## src/rtl/instr_fetch_pkg.sv

```systemverilog
// Shared processor definitions: datapath width and fetch FSM state encoding.
package instr_fetch_pkg;

  localparam int DATA_W = 16;
  localparam int WAIT_W = 8;

  typedef enum logic [1:0] {
    FS_IDLE = 2'd0,
    FS_REQ  = 2'd1,
    FS_LOAD = 2'd2
  } fetch_state_e;

endpackage : instr_fetch_pkg

```

## src/rtl/pc_reg.sv

```systemverilog
// Program counter: redirect load has priority over increment; increment wraps.
module pc_reg
  import instr_fetch_pkg::*;
#(
  parameter logic [DATA_W-1:0] RESET_PC = 16'h0000
) (
  input  logic              clk,
  input  logic              reset,
  input  logic              ld,
  input  logic [DATA_W-1:0] din,
  input  logic              inc,
  output logic [DATA_W-1:0] pc
);

  // PC state: async reset, then load, increment (silent wrap) or hold
  always_ff @(posedge clk or posedge reset) begin
    if (reset) begin
      pc <= RESET_PC;
    end else if (ld) begin
      pc <= din;
    end else if (inc) begin
      pc <= pc + 16'd1;
    end else begin
      pc <= pc;
    end
  end

endmodule : pc_reg

```

## src/rtl/instr_fetch.sv

```systemverilog
// Instruction fetch unit: IDLE -> REQ (wait for memory, bounded) -> LOAD -> IDLE.
// Drives the external instruction register's Din/ld; owns the PC.
module instr_fetch
  import instr_fetch_pkg::*;
#(
  parameter logic [DATA_W-1:0] RESET_PC = 16'h0000,
  parameter int                TIMEOUT  = 15
) (
  input  logic              clk,
  input  logic              reset,
  input  logic              fetch_req,
  input  logic              pc_ld,
  input  logic [DATA_W-1:0] pc_din,
  input  logic [DATA_W-1:0] mem_rdata,
  input  logic              mem_ready,
  output logic              mem_rd,
  output logic [DATA_W-1:0] mem_addr,
  output logic [DATA_W-1:0] ir_din,
  output logic              ir_ld,
  output logic [DATA_W-1:0] pc,
  output logic              busy,
  output logic              fetch_err
);

  localparam logic [WAIT_W-1:0] TIMEOUT_CNT = WAIT_W'(TIMEOUT);

  fetch_state_e      state;
  fetch_state_e      state_next;
  logic [WAIT_W-1:0] wait_cnt;
  logic [WAIT_W-1:0] wait_cnt_inc;
  logic              timeout_hit;
  logic              pc_load;
  logic              pc_inc;

  // Redirects are honoured only while idle; the PC advances once per completed fetch
  assign pc_load  = (state == FS_IDLE) && pc_ld;
  assign pc_inc   = (state == FS_LOAD);
  assign mem_addr = pc;

  pc_reg #(
    .RESET_PC (RESET_PC)
  ) u_pc_reg (
    .clk   (clk),
    .reset (reset),
    .ld    (pc_load),
    .din   (pc_din),
    .inc   (pc_inc),
    .pc    (pc)
  );

  // FSM state register
  always_ff @(posedge clk or posedge reset) begin
    if (reset) begin
      state <= FS_IDLE;
    end else begin
      state <= state_next;
    end
  end

  // Next-state logic; a ready response beats a timeout in the same cycle
  always_comb begin
    state_next   = state;
    wait_cnt_inc = wait_cnt + 8'd1;
    timeout_hit  = 1'b0;
    case (state)
      FS_IDLE: begin
        if (fetch_req) begin
          state_next = FS_REQ;
        end else begin
          state_next = FS_IDLE;
        end
      end
      FS_REQ: begin
        if (mem_ready) begin
          state_next = FS_LOAD;
        end else if (wait_cnt_inc == TIMEOUT_CNT) begin
          state_next  = FS_IDLE;
          timeout_hit = 1'b1;
        end else begin
          state_next = FS_REQ;
        end
      end
      FS_LOAD: begin
        state_next = FS_IDLE;
      end
      default: begin
        state_next = FS_IDLE;
      end
    endcase
  end

  // Wait counter: counts consecutive not-ready REQ cycles, cleared otherwise
  always_ff @(posedge clk or posedge reset) begin
    if (reset) begin
      wait_cnt <= 8'd0;
    end else if ((state == FS_REQ) && !mem_ready && !timeout_hit) begin
      wait_cnt <= wait_cnt_inc;
    end else begin
      wait_cnt <= 8'd0;
    end
  end

  // Instruction word capture; holds until the next successful read
  always_ff @(posedge clk or posedge reset) begin
    if (reset) begin
      ir_din <= 16'h0000;
    end else if ((state == FS_REQ) && mem_ready) begin
      ir_din <= mem_rdata;
    end else begin
      ir_din <= ir_din;
    end
  end

  // Output registers decoded from the next state so they line up with the state
  always_ff @(posedge clk or posedge reset) begin
    if (reset) begin
      mem_rd    <= 1'b0;
      ir_ld     <= 1'b0;
      busy      <= 1'b0;
      fetch_err <= 1'b0;
    end else begin
      mem_rd    <= (state_next == FS_REQ);
      ir_ld     <= (state_next == FS_LOAD);
      busy      <= (state_next != FS_IDLE);
      fetch_err <= timeout_hit;
    end
  end

endmodule : instr_fetch
```

## config.mk

```make
export PLATFORM = sky130hd
export DESIGN_NAME = instr_fetch
export DESIGN_NICKNAME = d
export VERILOG_FILES = /design/src/rtl/instr_fetch_pkg.sv /design/src/rtl/pc_reg.sv /design/src/rtl/instr_fetch.sv
export SDC_FILE = /design/constraint.sdc
export NUM_CORES = 1
export LEC_CHECK = 0
export CAP_MARGIN = 20
export CORE_MARGIN = 10
export CORE_UTILIZATION = 45
export CTS_BUF_LIST = sky130_fd_sc_hd__clkbuf_4 sky130_fd_sc_hd__clkbuf_8 sky130_fd_sc_hd__clkbuf_16
export DETAILED_ROUTE_END_ITERATION = 8
export PLACE_DENSITY = 0.79
export SLEW_MARGIN = 20
export SYNTH_ARGS = -nofsm -noshare
export SYNTH_HDL_FRONTEND = slang
export SYNTH_SLANG_ARGS = --single-unit
```

## constraint.sdc

```tcl
create_clock -name clk -period 2.22 [get_ports clk]
set_input_delay 0.444 -clock clk [delete_from_list [all_inputs] [get_ports clk]]
set_output_delay 0.444 -clock clk [all_outputs]
set_load 0.02 [all_outputs]
```

==> results_dict.tcl, run 1 <==
set metrics [dict create \
    outcome "complete, no violations" \
    cp.arrival_ns 1.48 \
    clkLatencyLatePin_ns 0.30 \
    first_iter_violations 113 \
    area_growth_pct 40.77 \
    routed_via_density 5.370 \
    setup_viol 0 \
    endpoint "mem_addr[10]" \
    stdcell_area_mm2 0.003530 \
    worstSetupStartpointType "flop" \
    grt_max_degree 21 \
    critPathKind "reg -> out" \
    start_util_pct 45.82 \
    grt_overflow 0 \
    path_clk_slew_ns 0.09 \
    path_cells "clkdlybuf4s50_1" \
    final_nets 367 \
    ir_worst_vdd_mv 0.7622 \
    slowest_delay_ns 0.67 \
    whs_ns 0.4374 \
    cts_resized 0 \
    drc_errors 0 \
    power_mw 4.687 \
    routed_wl_um 6568 \
    cts_hold_buf 0 \
    dieArea_mm2 0.008958 \
    root_buffer "clkbuf_8" \
    firstDrtPassIters 5 \
    synth_common_cells "dfrtp_1 (46), nor2_1 (22), nand2_1 (19)" \
    cts_tree "built" \
    numCtsBuffers 5 \
    critical_path.top_delay_family "buffers and inverters" \
    worst_slew_pin_slew_ns 0.4408 \
    hold_viol 0 \
    clock-sinks 46 \
    clock_skew_ns 0.004539 \
    yosysTopAreaCellShare_pct 45.91 \
    die_width_um 94.65 \
    htreeDepth 2 \
    wl_per_cell_um 16.42 \
    r2r_start "wait_cnt[0]" \
    synthesis.area_mm2 0.002507 \
    max_freq_mhz 520.3 \
    synth-edff-count 0 \
    multiInputGateArea_mm2 0.001156 \
    num_rows 27 \
    detail-route-antenna-nets 0 \
    finalCritPeriodShare_pct 86.58 \
    ff2ff_path_depth 5 \
    r2r_slack_ns 0.37 \
    critPathLaunch "u_pc_reg.pc[10]" \
    synth_most_common_cell "dfrtp_1" \
    route.vias.total 2148 \
    worst-path-max-fanout 9 \
    diodes 0 \
    cts_buffer_depth 2 \
    fin_crit_ns 1.922 \
    synth_area_per_cell_um2 10.19 \
    io_pins 89 \
    drv_cap 0 \
    synth_fp_nets 286 \
    dpl_cell_area_mm2 0.003387 \
    grt_pass1_vias 2114 \
    post_cts_buffers 0 \
    die_h_um 94.65 \
    antenna_found_initial 0 \
    synth_seq_cells 46 \
    path_buf_inv 1 \
    port_buffers 88 \
    grt_pass1_wl_um 10630 \
    gp_congestion 0.9549 \
    power.leakage_nw 1.452 \
    worst_setup_path_end_kind "output pin" \
    hold_path.class "in -> async" \
    seqCellArea_mm2 0.001151 \
    dpl.cell_count 392 \
    cp.required_ns 1.78 \
    synth-main-ff-cell "dfrtp_1" \
    rsz0062_at_grt "false" \
    powerDensity_mw_per_mm2 1328 \
    crit_cells 1 \
    layoutNonFillerInstCount 400 \
    setup_tns_ns 0 \
    drive_above_1_share_pct 11.89 \
    yosys_warnings 0 \
    grt_use_total_pct 14.65 \
    design.core.area_mm2 0.005473 \
    synth_area_leaders "dfrtp_1 (46%), buf_4 (5.1%), mux2_1 (4.9%)" \
    syn_inst 246 \
    async_flop_share_pct 100.0 \
    yosys.area.top_type "dfrtp_1" \
    timing.rr.end "wait_cnt[3]" \
    slowest_stage "clkdlybuf4s50_1" \
    timing.final.max_slew_violations 0 \
    yosysSeqAreaShare_pct 45.91 \
    synth_cell_type_count 57 \
    n_fill_cell 449 \
    dp_hpwl_um 5113 \
    worst_slew_margin_rel_pct 70.62 \
]
[per-layer routing]
| layer | vias up | part of all wire (%) | track usage [%] |
|---|---|---|---|
| met5 | - | 0 | 0 |
| met2 | 86 | 47 | 24.20 |
| met3 | 7 | 12 | 6.820 |
| met4 | 0 | 0.87 | 2.993 |
| met1 | 1013 | 41 | 17.11 |
| li1 | 1042 | - | - |
[worst min-delay path by stage]
stage          cells past startpoint           to   startpoint
6_report                           2  wait_cnt[7]        reset
5_1_grt                            2  wait_cnt[5]        reset
4_1_cts                            2    fetch_err        reset
3_5_place_dp                       1   ir_din[13]   ir_din[13]
3_3_place_gp                       1    ir_din[6]    ir_din[6]
2_1_floorplan                      1  wait_cnt[0]  wait_cnt[0]
[where the power goes]
| part | switching (mW) | internal [mW] |
|---|---|---|
| combinational | 1.24 | 1.17 |
| clock | 0.294 | 0.480 |
| sequential | 0.360 | 1.14 |
[placed cells by master, fill, tap and decap left out, drive strengths merged, types with 2 or more instances in the layout]
| cell | instances |
|---|---|
| a31oi | 2 |
| a21oi | 14 |
| nand2 | 19 |
| nor3b | 3 |
| o22ai | 6 |
| a41oi | 2 |
| nand4 | 6 |
| nor2 | 23 |
| o31ai | 3 |
| xor2 | 5 |
| nand2b | 3 |
| nor4 | 3 |
| a22oi | 3 |
| or4 | 2 |
| o21ai | 7 |
| clkbuf | 6 |
| mux2i | 3 |
| inv | 9 |
| and2 | 2 |
| nand3b | 2 |
| a31o | 3 |
| bufinv | 2 |
| or3b | 2 |
| a311oi | 2 |
| nand3 | 9 |
| buf | 10 |
| and3 | 2 |
| o22a | 4 |
| dfrtp | 46 |
| nor3 | 5 |
| ha | 3 |
| clkdlybuf4s50 | 88 |
| o211ai | 2 |
| mux2 | 16 |
[cell families (layout without fill, tap and decap cells)]
group                    count (synthesis)  after routing  share of synthesized area (%)
adder cells (fa/ha/maj)                  3              3                          1.497
AND/OR/NAND/NOR                         83             83                          18.06
XOR/XNOR                                 6              6                          2.096
multiplexers                            19             19                          8.383
AO/OA/AOI/OAI                           56             56                          16.07
flip-flops                              46             46                          45.91
buffers and inverters                   33            115                          7.984
[final cells by class]
type | count | area share, %
repair buffers | 98 | 27.08
flip-flops and latches | 46 | 32.61
inverters | 9 | 0.9571
well taps | 72 | 2.552
multi-input cells | 167 | 32.75
clock buffers | 6 | 2.340
clock inverters | 2 | 1.702
[metrics by stage]
stage | setup slack [ns] | util (%)
6_report | 0.2980 | 64.49
5_1_grt | 0.2149 | 64.49
4_1_cts | 0.2831 | 64.49
3_5_place_dp | 0.2047 | 61.89
3_3_place_gp | 0.2354 | 61.89
2_1_floorplan | 0.4394 | -
Note: power is estimated with default switching activity, not from simulation.
==> run 2: changes to the inputs <==
--- a/config.mk
+++ b/config.mk
@@ -11,6 +11,7 @@
 export CTS_BUF_LIST = sky130_fd_sc_hd__clkbuf_4 sky130_fd_sc_hd__clkbuf_8 sky130_fd_sc_hd__clkbuf_16
 export DETAILED_ROUTE_END_ITERATION = 8
 export PLACE_DENSITY = 0.79
+export RECOVER_POWER = 100
 export SLEW_MARGIN = 20
 export SYNTH_ARGS = -nofsm -noshare
 export SYNTH_HDL_FRONTEND = slang
==> run 2 against run 1 <==
Core utilization shrank 0.85 points; sequential power barely moved; die area unchanged; first-iteration DRC count rose by 14%; power down 4.2%; clock skew barely moved; critical path depth stayed put; combinational power down 7%; setup slack worse by 0.063 ns.
==> results_dict.tcl, run 2 (synthesized netlist as in run 1, its figures left out) <==
set metrics [dict create \
    outcome "complete, no violations" \
    critPathLaunch "u_pc_reg.pc[10]" \
    power_mw 4.492 \
    worst-path-max-fanout 9 \
    timing.rr.end "wait_cnt[3]" \
    drv_cap 0 \
    numCtsBuffers 5 \
    critPathKind "reg -> out" \
    routed_wl_um 6556 \
    worst_setup_path_end_kind "output pin" \
    clock-sinks 46 \
    route.vias.total 2183 \
    clkLatencyLatePin_ns 0.30 \
    area_growth_pct 38.92 \
    grt_max_degree 21 \
    timing.final.max_slew_violations 0 \
    critical_path.top_delay_family "buffers and inverters" \
    grt_overflow 0 \
    r2r_start "wait_cnt[0]" \
    routed_via_density 5.458 \
    whs_ns 0.4828 \
    hold_path.class "reg -> reg" \
    pre_cts_ws_ns 0.2047 \
    power.switching_mw 1.866 \
    grt_use_total_pct 14.65 \
    holdPathStages 1 \
    crit_cells 1 \
    gp_congestion 0.9549 \
    port_buffers 88 \
    worst_slew_pin_slew_ns 0.7550 \
    dp_hpwl_um 5113 \
    path_buf_inv 1 \
    p_seq_share_pct 33.0 \
    wl_per_cell_um 16.39 \
    power.leakage_nw 1.425 \
    cts_resized 0 \
    antenna_found_initial 0 \
    diodes 0 \
    grt_pass1_vias 2114 \
    finalCritPeriodShare_pct 89.41 \
    busiest_layer "met2" \
    setup_viol 0 \
    die_h_um 94.65 \
    drc_errors 0 \
    rsz0062_at_grt "false" \
    r2r_slack_ns 0.26 \
    cts_hold_buf 0 \
    powerDensity_mw_per_mm2 1289 \
    layoutNonFillerInstCount 400 \
    worst_slew_margin_rel_pct 49.67 \
    clock_skew_ns 0.004584 \
    p_comb_share_pct 49.7 \
    die_width_um 94.65 \
    design.core.area_mm2 0.005473 \
    cts_tree "built" \
    final_cell_mix "dlygate4sd3_1 (54), dfrtp_1 (46), clkdlybuf4s50_1 (34)" \
    num_rows 27 \
    cp.arrival_ns 1.54 \
    endpoint "mem_addr[10]" \
    dpl_cell_area_mm2 0.003387 \
    worstSetupStartpointType "flop" \
    first_iter_violations 129 \
    final_nets 367 \
    stdcell_area_mm2 0.003483 \
    cp.required_ns 1.78 \
    n_fill_cell 455 \
    htreeDepth 2 \
    cts_buffer_depth 2 \
    path_cells "dlygate4sd3_1" \
    ir_worst_vdd_mv 0.7315 \
    setup_tns_ns 0 \
    path_clk_slew_ns 0.09 \
    use_met1_pct 17.11 \
    root_buffer "clkbuf_8" \
    grtUsageMet2_pct 24.20 \
    clockPowerShare_pct 17.3 \
    slowest_delay_ns 0.73 \
    io_pins 89 \
    layout_commonest_cell "dlygate4sd3_1" \
    max_freq_mhz 503.8 \
    slowest_stage "dlygate4sd3_1" \
    post_cts_buffers 0 \
    start_util_pct 45.82 \
    drive_above_1_share_pct 9.451 \
    hold_viol 0 \
    detail-route-antenna-nets 0 \
    firstDrtPassIters 4 \
    dpl.cell_count 392 \
    p_sw_share_pct 41.55 \
    post-route-util_pct 63.65 \
    finalWorstSetupSlack_ns 0.2351 \
    grt_pass1_wl_um 10630 \
    p_int_mw 2.625 \
    ff2ff_path_depth 5 \
    grt_util_met3_pct 6.820 \
    fin_crit_ns 1.985 \
    dieArea_mm2 0.008958 \
]
[run 2: power by group through the flow]
stage,registers [mW],clock network (mW),logic (mW)
4_1_cts,1.50,0.786,2.44
3_5_place_dp,1.52,0,2.43
2_1_floorplan,1.81,0,1.12
3_3_place_gp,1.50,0,2.40
5_1_grt,1.55,0.827,2.42
6_report,1.48,0.776,2.23
[run 2: cell type report]
cell class	instances	area, um2	area share [%]
repair buffers	98	942.2	27.05
multi-input cells	167	1124	32.26
clock buffers	6	82.58	2.371
well taps	72	90.09	2.586
clock inverters	2	60.06	1.724
inverters	9	33.78	0.9698
flip-flops and latches	46	1151	33.05
[run 2: routing by layer]
layer | vias up | part of all wire (%) | routed length (um)
met1 | 1024 | 41 | 2699
met5 | - | 0 | 0
met3 | 7 | 11 | 752
li1 | 1046 | - | -
met4 | 0 | 0.87 | 57
met2 | 106 | 46 | 3047
[run 2: worst min-delay path by stage]
stage                  endpoint  slack [ns]         from
floorplan           wait_cnt[0]        0.50  wait_cnt[0]
global placement      ir_din[6]        0.47    ir_din[6]
detailed placement   ir_din[13]        0.47   ir_din[13]
CTS                   fetch_err        0.45        reset
global route         ir_din[13]        0.51   ir_din[13]
finish                ir_din[6]        0.48    ir_din[6]
